`config.mk`:
```
export PLATFORM = sky130hd
export DESIGN_NAME = bout_controller
export DESIGN_NICKNAME = d
export VERILOG_FILES = /design/src/rtl/bout_controller.sv
export SDC_FILE = /design/constraint.sdc
export NUM_CORES = 1
export LEC_CHECK = 0
export BUFFER_PORTS_ARGS = -buffer_cell sky130_fd_sc_hd__clkbuf_2
export CAP_MARGIN = 0
export CORE_UTILIZATION = 55
export CTS_BUF_LIST = sky130_fd_sc_hd__clkbuf_16
export DETAILED_ROUTE_END_ITERATION = 8
export PLACE_DENSITY = 0.76
export SKIP_LAST_GASP = 1
export SLEW_MARGIN = 10
export SYNTH_ARGS = -nofsm -noshare
export SYNTH_HDL_FRONTEND = slang
export SYNTH_SLANG_ARGS = --single-unit
```
`constraint.sdc`:
```
create_clock -name clk_pixel_in -period 2.15 [get_ports clk_pixel_in]
set_input_delay 0.1075 -clock clk_pixel_in [delete_from_list [all_inputs] [get_ports clk_pixel_in]]
set_output_delay 0.1075 -clock clk_pixel_in [all_outputs]
set_load 0.1 [all_outputs]
```
`src/rtl/bout_controller.sv`:
```
// -----------------------------------------------------------------------------
// bout_controller
//   Sequences a fencing bout through IDLE -> COUNTDOWN -> FENCING -> LOCKOUT
//   and back to COUNTDOWN, or on to GAME_OVER. It counts touches per side,
//   applies the double-touch window and decides the winner.
//
// Ports
//   clk_pixel_in        : sole clock, rising edge
//   rst_in              : asynchronous active-low reset
//   start_in            : pulse, starts a bout from IDLE or GAME_OVER
//   abort_in            : pulse, returns to IDLE from any state (highest priority)
//   player_scored_in    : local touch, qualified by score_valid_in
//   opponent_scored_in  : remote touch, qualified by score_valid_in
//   score_valid_in      : strobe qualifying both scored inputs
//   phase_out           : 0 IDLE, 1 COUNTDOWN, 2 FENCING, 3 LOCKOUT, 4 GAME_OVER
//   fencing_en_out      : high in FENCING and LOCKOUT
//   countdown_out       : ticks remaining while in COUNTDOWN, else 0
//   round_start_out     : one-cycle pulse on each COUNTDOWN->FENCING transition
//   player_score_out    : local touch count (saturates at 15)
//   opponent_score_out  : remote touch count (saturates at 15)
//   winner_out          : 00 none, 01 player, 10 opponent, 11 tie
// -----------------------------------------------------------------------------
module bout_controller #(
  parameter int TICK_CYCLES     = 74_250_000,
  parameter int COUNTDOWN_TICKS = 3,
  parameter int LOCKOUT_CYCLES  = 2_970_000,
  parameter int WIN_SCORE       = 5
) (
  input  logic       clk_pixel_in,
  input  logic       rst_in,
  input  logic       start_in,
  input  logic       abort_in,
  input  logic       player_scored_in,
  input  logic       opponent_scored_in,
  input  logic       score_valid_in,
  output logic [2:0] phase_out,
  output logic       fencing_en_out,
  output logic [1:0] countdown_out,
  output logic       round_start_out,
  output logic [3:0] player_score_out,
  output logic [3:0] opponent_score_out,
  output logic [1:0] winner_out
);

  // A parameter of 1 would give a zero-width counter; keep at least one bit.
  localparam int TICK_W = (TICK_CYCLES > 1) ? $clog2(TICK_CYCLES) : 1;
  localparam int LOCK_W = (LOCKOUT_CYCLES > 1) ? $clog2(LOCKOUT_CYCLES) : 1;

  localparam logic [TICK_W-1:0] TICK_LAST = TICK_W'(TICK_CYCLES - 1);
  localparam logic [LOCK_W-1:0] LOCK_LAST = LOCK_W'(LOCKOUT_CYCLES - 1);
  localparam logic [1:0]        CD_LOAD   = 2'(COUNTDOWN_TICKS);
  localparam logic [3:0]        WIN_LVL   = 4'(WIN_SCORE);

  typedef enum logic [2:0] {
    IDLE      = 3'd0,
    COUNTDOWN = 3'd1,
    FENCING   = 3'd2,
    LOCKOUT   = 3'd3,
    GAME_OVER = 3'd4
  } phase_t;

  phase_t            state_reg;
  logic [TICK_W-1:0] tick_cnt_reg;
  logic [LOCK_W-1:0] lock_cnt_reg;
  logic              player_hit_reg;    // player already scored this round
  logic              opponent_hit_reg;  // opponent already scored this round

  // Touch qualification and saturating next scores. In FENCING the hit flags
  // are clear, so the same terms serve both FENCING and LOCKOUT.
  logic       player_add;
  logic       opponent_add;
  logic [3:0] player_score_next;
  logic [3:0] opponent_score_next;
  logic       player_reached;
  logic       opponent_reached;

  always_comb begin
    player_add   = score_valid_in & player_scored_in &
                   ~((state_reg == LOCKOUT) & player_hit_reg);
    opponent_add = score_valid_in & opponent_scored_in &
                   ~((state_reg == LOCKOUT) & opponent_hit_reg);

    player_score_next = player_score_out;
    if (player_add && (player_score_out != 4'hF)) begin
      player_score_next = player_score_out + 4'd1;
    end

    opponent_score_next = opponent_score_out;
    if (opponent_add && (opponent_score_out != 4'hF)) begin
      opponent_score_next = opponent_score_out + 4'd1;
    end

    player_reached   = (player_score_next >= WIN_LVL);
    opponent_reached = (opponent_score_next >= WIN_LVL);
  end

  assign phase_out = state_reg;

  always_ff @(posedge clk_pixel_in or negedge rst_in) begin
    if (!rst_in) begin
      state_reg          <= IDLE;
      tick_cnt_reg       <= '0;
      lock_cnt_reg       <= '0;
      player_hit_reg     <= 1'b0;
      opponent_hit_reg   <= 1'b0;
      fencing_en_out     <= 1'b0;
      countdown_out      <= 2'd0;
      round_start_out    <= 1'b0;
      player_score_out   <= 4'd0;
      opponent_score_out <= 4'd0;
      winner_out         <= 2'b00;
    end else begin
      round_start_out <= 1'b0;

      if (abort_in) begin
        // Scores and winner stay visible; only the round machinery is cleared.
        state_reg        <= IDLE;
        tick_cnt_reg     <= '0;
        lock_cnt_reg     <= '0;
        player_hit_reg   <= 1'b0;
        opponent_hit_reg <= 1'b0;
        fencing_en_out   <= 1'b0;
        countdown_out    <= 2'd0;
      end else begin
        case (state_reg)
          IDLE, GAME_OVER: begin
            if (start_in) begin
              state_reg          <= COUNTDOWN;
              player_score_out   <= 4'd0;
              opponent_score_out <= 4'd0;
              winner_out         <= 2'b00;
              tick_cnt_reg       <= '0;
              countdown_out      <= CD_LOAD;
            end
          end

          COUNTDOWN: begin
            if (tick_cnt_reg == TICK_LAST) begin
              tick_cnt_reg <= '0;
              // The last tick goes straight to FENCING rather than showing 0.
              if (countdown_out <= 2'd1) begin
                state_reg        <= FENCING;
                countdown_out    <= 2'd0;
                fencing_en_out   <= 1'b1;
                round_start_out  <= 1'b1;
                player_hit_reg   <= 1'b0;
                opponent_hit_reg <= 1'b0;
              end else begin
                countdown_out <= countdown_out - 2'd1;
              end
            end else begin
              tick_cnt_reg <= tick_cnt_reg + 1'b1;
            end
          end

          FENCING: begin
            if (player_add || opponent_add) begin
              state_reg          <= LOCKOUT;
              player_score_out   <= player_score_next;
              opponent_score_out <= opponent_score_next;
              player_hit_reg     <= player_add;
              opponent_hit_reg   <= opponent_add;
              lock_cnt_reg       <= '0;
            end
          end

          LOCKOUT: begin
            // A touch in the final window cycle still counts toward the
            // win decision taken in that same cycle.
            player_score_out   <= player_score_next;
            opponent_score_out <= opponent_score_next;
            player_hit_reg     <= player_hit_reg | player_add;
            opponent_hit_reg   <= opponent_hit_reg | opponent_add;
            if (lock_cnt_reg == LOCK_LAST) begin
              lock_cnt_reg   <= '0;
              fencing_en_out <= 1'b0;
              if (player_reached || opponent_reached) begin
                state_reg  <= GAME_OVER;
                winner_out <= {opponent_reached, player_reached};
              end else begin
                state_reg     <= COUNTDOWN;
                tick_cnt_reg  <= '0;
                countdown_out <= CD_LOAD;
              end
            end else begin
              lock_cnt_reg <= lock_cnt_reg + 1'b1;
            end
          end

          default: begin
            state_reg      <= IDLE;
            fencing_en_out <= 1'b0;
            countdown_out  <= 2'd0;
          end
        endcase
      end
    end
  end

endmodule

```
==> impl_metrics.json, run 1 <==
{
  "hp-class": "in2reg",
  "maxSlewHeadroom_pct": 61.4,
  "p_per_area_mw_per_mm2": 707,
  "place.gp.congestion": 0.878,
  "globalRouteMet3Util_pct": 4.48,
  "reg2reg_depth": 7,
  "grt_use_total_pct": 29.1,
  "numClockSinks": 68,
  "fin_nets": 552,
  "ir_drop_uv": 480,
  "area_growth_pct": 29.6,
  "top_usage_layer": "met2",
  "synth_ff_type": "dfrtp_1",
  "hpwlAfterDp_um": 7210,
  "ant_nets": 0,
  "yosysUniqueCellTypes": 65,
  "antenna_cells": 0,
  "synth_nets": 471,
  "use_met2_pct": 48.5,
  "drt-total-wl_um": 11400,
  "max_cap_viol_count": 0,
  "worst_slew_pin_slew_ns": 0.582,
  "path_class": "reg2reg",
  "yosysMostFrequentCell": "dfrtp_1",
  "seq_power_share_pct": 36.2,
  "fp.dieArea_mm2": 0.00787,
  "fin_crit_ns": 2.29,
  "portBuffers": 23,
  "antenna_found_initial": 0,
  "largest_reg_flops": 27,
  "path_delay_family": "compound AO/OA/AOI/OAI gates",
  "leakagePower_nw": 2.19,
  "grt_max_degree": 69,
  "hold_path_depth": 2,
  "cts_buffer_depth": 2,
  "power_frac_clock_pct": 44.2,
  "num_rows": 31,
  "cp_slowest_cell": "dfrtp_4",
  "initial_core_util_pct": 57.0,
  "rsz0062_at_grt": "yes",
  "netlist_area_mm2": 0.00413,
  "crit_buf_inv": 1,
  "worstPathMaxFanout": 27,
  "ioPinCount": 24,
  "cts_tree": "yes",
  "max_stage_delay_ns": 0.50,
  "synth_area_leader_cell": "dfrtp_1",
  "place_area_mm2": 0.00486,
  "drt-pass1-iter-count": 6,
  "required_ns": 2.36,
  "dp_cells": 626,
  "drive_gt1_share_pct": 30.6,
  "hold_violations": 0,
  "stdcell_count": 645,
  "dp_slack_ns": -0.122,
  "route.vias.total": 3964,
  "grt_pass1_wl_um": 17400,
  "viasPerCell": 6.15,
  "crit_arrival_ns": 2.50,
  "coreArea_mm2": 0.00725,
  "violations": "negative setup slack",
  "root_buffer": "clkbuf_16",
  "synth_top_area_share_pct": 41.2,
  "ys_seq_area_share_pct": 41.2,
  "p_int_w": 0.00264,
  "pwr-share-comb_pct": 19.6,
  "synth-seq-cells": 68,
  "crit_chain": "nand4b_1, a31oi_2, o32ai_2, nor3b_4, a311o_1, buf_12, a31oi_1",
  "yosys-top-cells-area": "dfrtp_1 (41%), nand2_1 (4.6%), nor2_1 (4.5%), xnor2_1 (3.6%), o21ai_0 (2.8%)",
  "ys_warn_count": 0,
  "status": "finished, violations left",
  "die_h_um": 88.7,
  "die_w_um": 88.7,
  "finalWorstSetupSlack_ns": -0.140,
  "synth_area_per_cell_um2": 8.98,
  "stdcell_area_mm2": 0.00536,
  "h-tree-depth": 3,
  "slew_violations": 0,
  "async_flop_share_pct": 100,
  "netlist_instances": 460,
  "switchingPower_w": 0.00115,
  "swShare_pct": 30.4,
  "finalSetupViolations": 35,
  "worst_setup_path_end_kind": "flip-flop",
  "cp.depth": 7,
  "synth_edf_count": 0,
  "n_fill_cell": 539,
  "grt_overflow_total": 0,
  "met1_usage_pct": 37.1,
  "drt-initial-drc-count": 462,
  "clk_pin_slew_ns": 0.06,
  "grt_pass1_vias": 3700,
  "numCtsBuffers": 9,
  "startpoint_type": "flip-flop",
  "post-route-drc-count": 0,
  "finalCritPeriodShare_pct": 107,
  "synth_common_cells": "dfrtp_1 (68), nand2_1 (51), nor2_1 (49), o21ai_0 (23), nand3_1 (21)",
  "clock_latency_ns": 0.34,
  "routedWlPerCell_um": 17.6,
  "max_freq_mhz": 437,
  "final.setup_skew_ns": 0.00975
}
==> metal layers <==
metal	share of wire [%]	wire (um)
met3	4.6	521
met1	41	4710
met4	2.7	306
met2	51	5850
met5	0	0
==> worst paths after layout <==
kind / slack, ns / from / end
max in group asynchronous: 1.46 / rst_in / phase_out[1]
min in group asynchronous: 0.31 / rst_in / lock_cnt_reg[3]
setup reg to reg: -0.14 / phase_out[2] / tick_cnt_reg[20]
hold reg to reg: 0.52 / lock_cnt_reg[2] / lock_cnt_reg[2]
hold / removal: 0.17 / abort_in / opponent_hit_reg
setup / recovery: -0.14 / phase_out[2] / tick_cnt_reg[20]
==> worst register-to-register path, cell delays in order (launching register included) <==
cell and delay [ns]:
dfrtp_4 0.50, nand4b_1 0.32, a31oi_2 0.28, o32ai_2 0.16, nor3b_4 0.28, a311o_1 0.26
buf_12 0.21, a31oi_1 0.14
==> power groups by stage <==
stage               clock network, W  logic, W  registers, W
floorplan                          0  0.000351       0.00155
global placement                   0  0.000693       0.00138
detailed placement                 0  0.000713       0.00139
CTS                          0.00167  0.000723       0.00137
global route                 0.00174  0.000786       0.00137
finish                       0.00167  0.000744       0.00137
==> what timing repair did <==
action,CTS,global route
pin swaps,0,3
cloned,0,1
endpoints found under the setup margin,32,59
hold buffers,1,0
endpoints found under the hold margin,68,0
gates resized for setup,3,22
buffers inserted,0,1
==> stage by stage <==
stage / TNS (ns) / total power [W] / utilization, % / hold WS [ns]
floorplan: -3.46 / 0.00190 / - / -0.188
global placement: -0.143 / 0.00208 / 67.1 / 0.155
detailed placement: -1.80 / 0.00210 / 67.1 / 0.160
CTS: -2.56 / 0.00376 / 72.0 / 0.163
global route: -6.12 / 0.00390 / 73.8 / 0.195
finish: -3.42 / 0.00379 / 73.8 / 0.174
==> kinds of logic (layout without fill, tap and decap cells) <==
group | count (synthesis) | in the layout | synth area share (%)
buffers and inverters | 39 | 125 | 4.51
AO/OA/AOI/OAI | 114 | 114 | 20.3
multiplexers | 7 | 7 | 1.76
AND/OR/NAND/NOR | 211 | 211 | 27.4
XOR/XNOR | 17 | 17 | 3.60
adder cells (fa/ha/maj) | 4 | 4 | 1.21
flip-flops | 68 | 68 | 41.2
==> area by class of cell <==
class                      instances  area [um2]  area share [%]
sequential                        68        1730            32.3
multi-input combinational        353        2430            45.3
timing repair buffer              93         682            12.7
clock inverter                     7         108            2.01
tap                               99         124            2.31
inverter                          16        60.1            1.12
clock buffer                       9         225            4.20
==> cells in the final DEF (no fill, tap or decap), types with 3 or more instances in the layout <==
cell type / n
o21ai_1: 5
dfrtp_4: 7
nor4_1: 6
nand4b_1: 3
a31oi_1: 12
nand3_1: 21
mux2i_1: 5
a211oi_2: 4
nand2_1: 51
bufinv_16: 3
nor4b_2: 5
a31oi_2: 9
inv_1: 17
nor3_1: 11
nor2_1: 49
o211ai_1: 3
buf_4: 64
and2_1: 3
nor3_2: 3
a21oi_1: 17
clkbuf_16: 9
dfrtp_2: 3
or4_4: 3
nand4_1: 9
o21a_1: 5
nand2b_1: 5
nor2b_1: 3
clkbuf_2: 22
xnor2_1: 17
a31oi_4: 3
buf_12: 3
a41oi_1: 6
and3_1: 9
dfrtp_1: 58
nor4_2: 6
o21ai_0: 23
No activity file was read; power rests on OpenSTA's default activity.
==> run 2: changes to the inputs <==
--- a/config.mk
+++ b/config.mk
@@ -16,3 +16,4 @@
 export SYNTH_ARGS = -nofsm -noshare
 export SYNTH_HDL_FRONTEND = slang
 export SYNTH_SLANG_ARGS = --single-unit
+export TNS_END_PERCENT = 20
==> impl_metrics.json, run 2 (synthesis results as in run 1) <==
{
  "grt_max_degree": 69,
  "slew_violations": 0,
  "antenna_cells": 0,
  "route.vias.total": 3984,
  "dp_cells": 624,
  "coreArea_mm2": 0.00725,
  "h-tree-depth": 3,
  "final.setup_skew_ns": 0.00631,
  "startpoint_type": "flip-flop",
  "drt-initial-drc-count": 249,
  "path_class": "reg2reg",
  "antenna_found_initial": 0,
  "layout_commonest_cell": "buf_4",
  "stdcell_count": 645,
  "grt_use_total_pct": 28.8,
  "globalRouteMet3Util_pct": 5.97,
  "finalWorstSetupSlack_ns": -0.235,
  "finalCritPeriodShare_pct": 111,
  "finalSetupTns_ns": -6.17,
  "stdcell_area_mm2": 0.00542,
  "viasPerCell": 6.18,
  "fin_nets": 552,
  "crit_arrival_ns": 2.59,
  "p_int_w": 0.00269,
  "status": "finished, violations left",
  "cts_tree": "yes",
  "ant_nets": 0,
  "rsz0062_at_grt": "yes",
  "numClockSinks": 68,
  "max_cap_viol_count": 0,
  "place_area_mm2": 0.00485,
  "grt_overflow_total": 0,
  "grt_pass1_wl_um": 17500,
  "final_cell_mix": "buf_4 (63), dfrtp_1 (58), nand2_1 (51)",
  "worstPathMaxFanout": 13,
  "num_rows": 31,
  "use_met2_pct": 48.3,
  "grt_pass1_vias": 3774,
  "violations": "negative setup slack",
  "drt-pass1-iter-count": 6,
  "met1_usage_pct": 36.4,
  "max_freq_mhz": 419,
  "hold_violations": 0,
  "n_fill_cell": 507,
  "largest_reg_flops": 27,
  "worst_setup_path_end_kind": "flip-flop",
  "top_usage_layer": "met2",
  "place.gp.congestion": 0.867,
  "numCtsBuffers": 9,
  "maxSlewHeadroom_pct": 62.9,
  "pwr-share-comb_pct": 21.1,
  "die_w_um": 88.7,
  "power_frac_clock_pct": 43.5,
  "post-route-drc-count": 0,
  "portBuffers": 23,
  "worstHoldStart": "abort_in",
  "r2r_slack_ns": -0.24,
  "finalSetupViolations": 45,
  "holdWs_ns": 0.261,
  "ioPinCount": 24,
  "fp.dieArea_mm2": 0.00787,
  "hp-class": "in2reg",
  "clk_pin_slew_ns": 0.06,
  "hpwlAfterDp_um": 6990,
  "ir_drop_uv": 451,
  "swShare_pct": 30.6,
  "drt-total-wl_um": 11400,
  "cts_buffer_depth": 2,
  "reg2reg_depth": 9,
  "seq_power_share_pct": 35.3,
  "worst_slew_pin_slew_ns": 0.559,
  "area_growth_pct": 31.2,
  "p_per_area_mw_per_mm2": 714,
  "initial_core_util_pct": 57.0,
  "routedWlPerCell_um": 17.6,
  "drive_gt1_share_pct": 28.8,
  "fin_crit_ns": 2.39,
  "hold_path_depth": 2,
  "die_h_um": 88.7,
  "leakagePower_nw": 2.19,
  "switchingPower_w": 0.00119,
  "root_buffer": "clkbuf_16",
  "hold_end": "player_hit_reg",
  "clock_latency_ns": 0.33,
  "timing.rr.end": "tick_cnt_reg[8]",
  "regToRegStartpoint": "player_score_out[0]",
  "required_ns": 2.36
}
-- run 2: changes by cell type in the layout (fill, tap and decap cells not counted), moves of 4 or more --
cell and delta:
nor4b_1 +4, a31oi_2 -5, nor4_2 -4, nor4b_2 -5, a31oi_4 +8, nor4_1 +4
-- run 2: power groups by stage --
stage | registers (W) | logic [W] | clock network (W)
after detailed placement | 0.00139 | 0.000698 | 0
after global routing | 0.00137 | 0.000867 | 0.00176
after CTS | 0.00137 | 0.000716 | 0.00170
after global placement | 0.00139 | 0.000680 | 0
after floorplan | 0.00155 | 0.000349 | 0
final | 0.00137 | 0.000819 | 0.00169
-- run 2: final cells by class --
type,instances,area (um2),share of cell area (%)
clock buffer,9,225,4.15
clock inverter,7,115,2.12
sequential,68,1730,31.9
inverter,16,60.1,1.11
timing repair buffer,93,728,13.4
tap,99,124,2.28
multi-input combinational,353,2440,45.0
-- run 2: worst max-delay path by stage --
stage	start	endpoint	slack, ns	cells after the start
after global routing	player_score_out[0]	tick_cnt_reg[8]	-0.31	9
after detailed placement	tick_cnt_reg[24]	phase_out[0]	-0.26	6
after floorplan	player_score_out[0]	tick_cnt_reg[11]	-0.17	9
final	player_score_out[0]	tick_cnt_reg[8]	-0.24	9
after global placement	tick_cnt_reg[24]	phase_out[0]	-0.13	6
after CTS	phase_out[1]	tick_cnt_reg[0]	-0.12	7
-- run 2: per-layer routing --
layer  up-vias  wire length, um
li1       1867                -
met1      1946             4710
met2       138             5810
met3        33              542
met4         0              292
met5         -                0
-- run 2: repair_timing --
item	CTS	global route
resized for setup	2	19
hold buffers	1	0
pin swaps	1	10
hold endpoints to repair	68	0
buffers inserted	1	1
setup endpoints to repair	46	60
gates cloned	0	2
-- run 2: metrics by stage --
stage,worst slack [ns],utilization (%),total power (W)
final,-0.235,74.8,0.00387
after global routing,-0.312,74.8,0.00400
after CTS,-0.118,72.0,0.00378
after detailed placement,-0.259,66.9,0.00209
after global placement,-0.131,66.9,0.00207
after floorplan,-0.174,-,0.00190
-- run 2: worst max-delay path, cell delays in order (launching register included) --
cell and delay (ns):
dfrtp_4 0.42, buf_4 0.16, nand3_1 0.20, nor4_4 0.30
o32ai_2 0.13, buf_4 0.16, nor3b_4 0.23, a311o_2 0.33
clkbuf_16 0.22, a31oi_2 0.10
==> run 3: changes to the inputs <==
--- a/config.mk
+++ b/config.mk
@@ -11,6 +11,7 @@
 export CTS_BUF_LIST = sky130_fd_sc_hd__clkbuf_16
 export DETAILED_ROUTE_END_ITERATION = 8
 export PLACE_DENSITY = 0.76
+export RECOVER_POWER = 50
 export SKIP_LAST_GASP = 1
 export SLEW_MARGIN = 10
 export SYNTH_ARGS = -nofsm -noshare
==> impl_metrics.json, run 3 (synthesis results as in run 1) <==
{
  "slew_violations": 69,
  "worstPathMaxFanout": 13,
  "crit_arrival_ns": 2.59,
  "drt-pass1-iter-count": 8,
  "seq_power_share_pct": 35.4,
  "p_int_w": 0.00268,
  "finalCritPeriodShare_pct": 111,
  "final.setup_skew_ns": 0.00627,
  "routedWlPerCell_um": 17.6,
  "portBuffers": 23,
  "status": "finished, violations left",
  "grt_overflow_total": 0,
  "num_rows": 31,
  "ant_nets": 0,
  "drt-initial-drc-count": 249,
  "route.vias.total": 3993,
  "initial_core_util_pct": 57.0,
  "worst_setup_path_end_kind": "flip-flop",
  "fin_util_pct": 74.6,
  "maxSlewHeadroom_pct": -1.44,
  "hold_violations": 0,
  "area_growth_pct": 30.9,
  "fin_nets": 552,
  "finalSetupViolations": 46,
  "viasPerCell": 6.19,
  "grt_pass1_wl_um": 17500,
  "max_cap_viol_count": 1,
  "leakagePower_nw": 2.18,
  "finalWorstSetupSlack_ns": -0.235,
  "switchingPower_w": 0.00119,
  "clock_latency_ns": 0.33,
  "numCtsBuffers": 9,
  "root_buffer": "clkbuf_16",
  "clk_pin_slew_ns": 0.06,
  "power_frac_clock_pct": 43.6,
  "numClockSinks": 68,
  "n_fill_cell": 509,
  "cts_tree": "yes",
  "fin_crit_ns": 2.38,
  "violations": "max-capacitance violations, max-slew violations, negative setup slack",
  "pwr-share-comb_pct": 21.1,
  "die_h_um": 88.7,
  "reg2reg_depth": 9,
  "grt_use_total_pct": 28.8,
  "post-route-drc-count": 0,
  "final_cell_mix": "buf_4 (63), dfrtp_1 (58), nand2_1 (51)",
  "layout_commonest_cell": "buf_4",
  "h-tree-depth": 3,
  "p_per_area_mw_per_mm2": 715,
  "hold_end": "player_hit_reg",
  "drt-total-wl_um": 11300,
  "max_freq_mhz": 419,
  "largest_reg_flops": 27,
  "hold_path_depth": 2,
  "antenna_cells": 0,
  "finalSetupTns_ns": -6.18,
  "path_class": "reg2reg",
  "ir_drop_uv": 451,
  "timing.rr.end": "tick_cnt_reg[8]",
  "dp_slack_ns": -0.259,
  "cts_buffer_depth": 2,
  "grt_pass1_vias": 3774,
  "startpoint_type": "flip-flop",
  "die_w_um": 88.7,
  "place.gp.congestion": 0.867,
  "rsz0062_at_grt": "yes",
  "ioPinCount": 24,
  "worstHoldStart": "abort_in",
  "fp.dieArea_mm2": 0.00787,
  "drive_gt1_share_pct": 28.8,
  "holdWs_ns": 0.257,
  "hpwlAfterDp_um": 6990,
  "swShare_pct": 30.6,
  "grt_max_degree": 69,
  "required_ns": 2.36,
  "finalPower_w": 0.00387,
  "hp-class": "in2reg",
  "antenna_found_initial": 0,
  "coreArea_mm2": 0.00725,
  "worst_slew_pin_slew_ns": 1.52,
  "r2r_slack_ns": -0.23,
  "regToRegStartpoint": "player_score_out[0]"
}
run 3: cell counts in the layout (fill, tap and decap cells not counted):
Identical to the previous run, type by type.
run 3: worst max-delay path by stage:
stage / from / to / slack [ns] / cells past startpoint
global placement: tick_cnt_reg[24] / phase_out[0] / -0.13 / 6
floorplan: player_score_out[0] / tick_cnt_reg[11] / -0.17 / 9
finish: player_score_out[0] / tick_cnt_reg[8] / -0.23 / 9
global route: player_score_out[0] / tick_cnt_reg[8] / -0.31 / 9
detailed placement: tick_cnt_reg[24] / phase_out[0] / -0.26 / 6
CTS: phase_out[1] / tick_cnt_reg[0] / -0.12 / 7
run 3: worst max-delay path, cell delays in order (launching register included):
cell and delay, ns:
dfrtp_4 0.42, buf_4 0.16, nand3_1 0.20, nor4_4 0.30, o32ai_2 0.13, buf_4 0.16
nor3b_4 0.23, a311o_2 0.33, clkbuf_16 0.22, a31oi_2 0.10
run 3: area by class of cell:
class,count,area [um2],share of cell area (%)
timing repair buffer,93,713,13.2
clock inverter,7,115,2.13
sequential,68,1730,32.0
clock buffer,9,225,4.16
multi-input combinational,353,2440,45.1
tap,99,124,2.29
inverter,16,60.1,1.11
run 3: metrics by stage:
stage | std cells | area (um2)
after detailed placement | 624 | 4850
after global placement | 624 | 4850
after CTS | 642 | 5220
after global routing | 645 | 5410
final | 645 | 5410
after floorplan | 460 | 4210
run 3: power by group through the flow:
stage                     logic [W]  registers (W)  clock network (W)
after global placement     0.000680        0.00139                  0
after CTS                  0.000716        0.00137            0.00170
after floorplan            0.000349        0.00155                  0
final                      0.000815        0.00137            0.00169
after global routing       0.000863        0.00137            0.00176
after detailed placement   0.000698        0.00139                  0
run 3: metal layers:
metal / vias to the layer above / part of all wire [%] / track usage, %
li1: 1867 / - / -
met1: 1946 / 41 / 36.4
met2: 145 / 51 / 48.3
met3: 35 / 4.9 / 5.97
met4: 0 / 2.6 / 11.4
met5: - / 0 / 0
run 3: repair_timing:
item                                   4_1_cts  5_1_grt
pin swaps                                    1       10
gates resized for setup                      2       19
setup endpoints to repair                   46       60
endpoints found under the hold margin       68        0
cloned                                       0        2
hold buffers                                 1        0
buffers inserted                             1        1
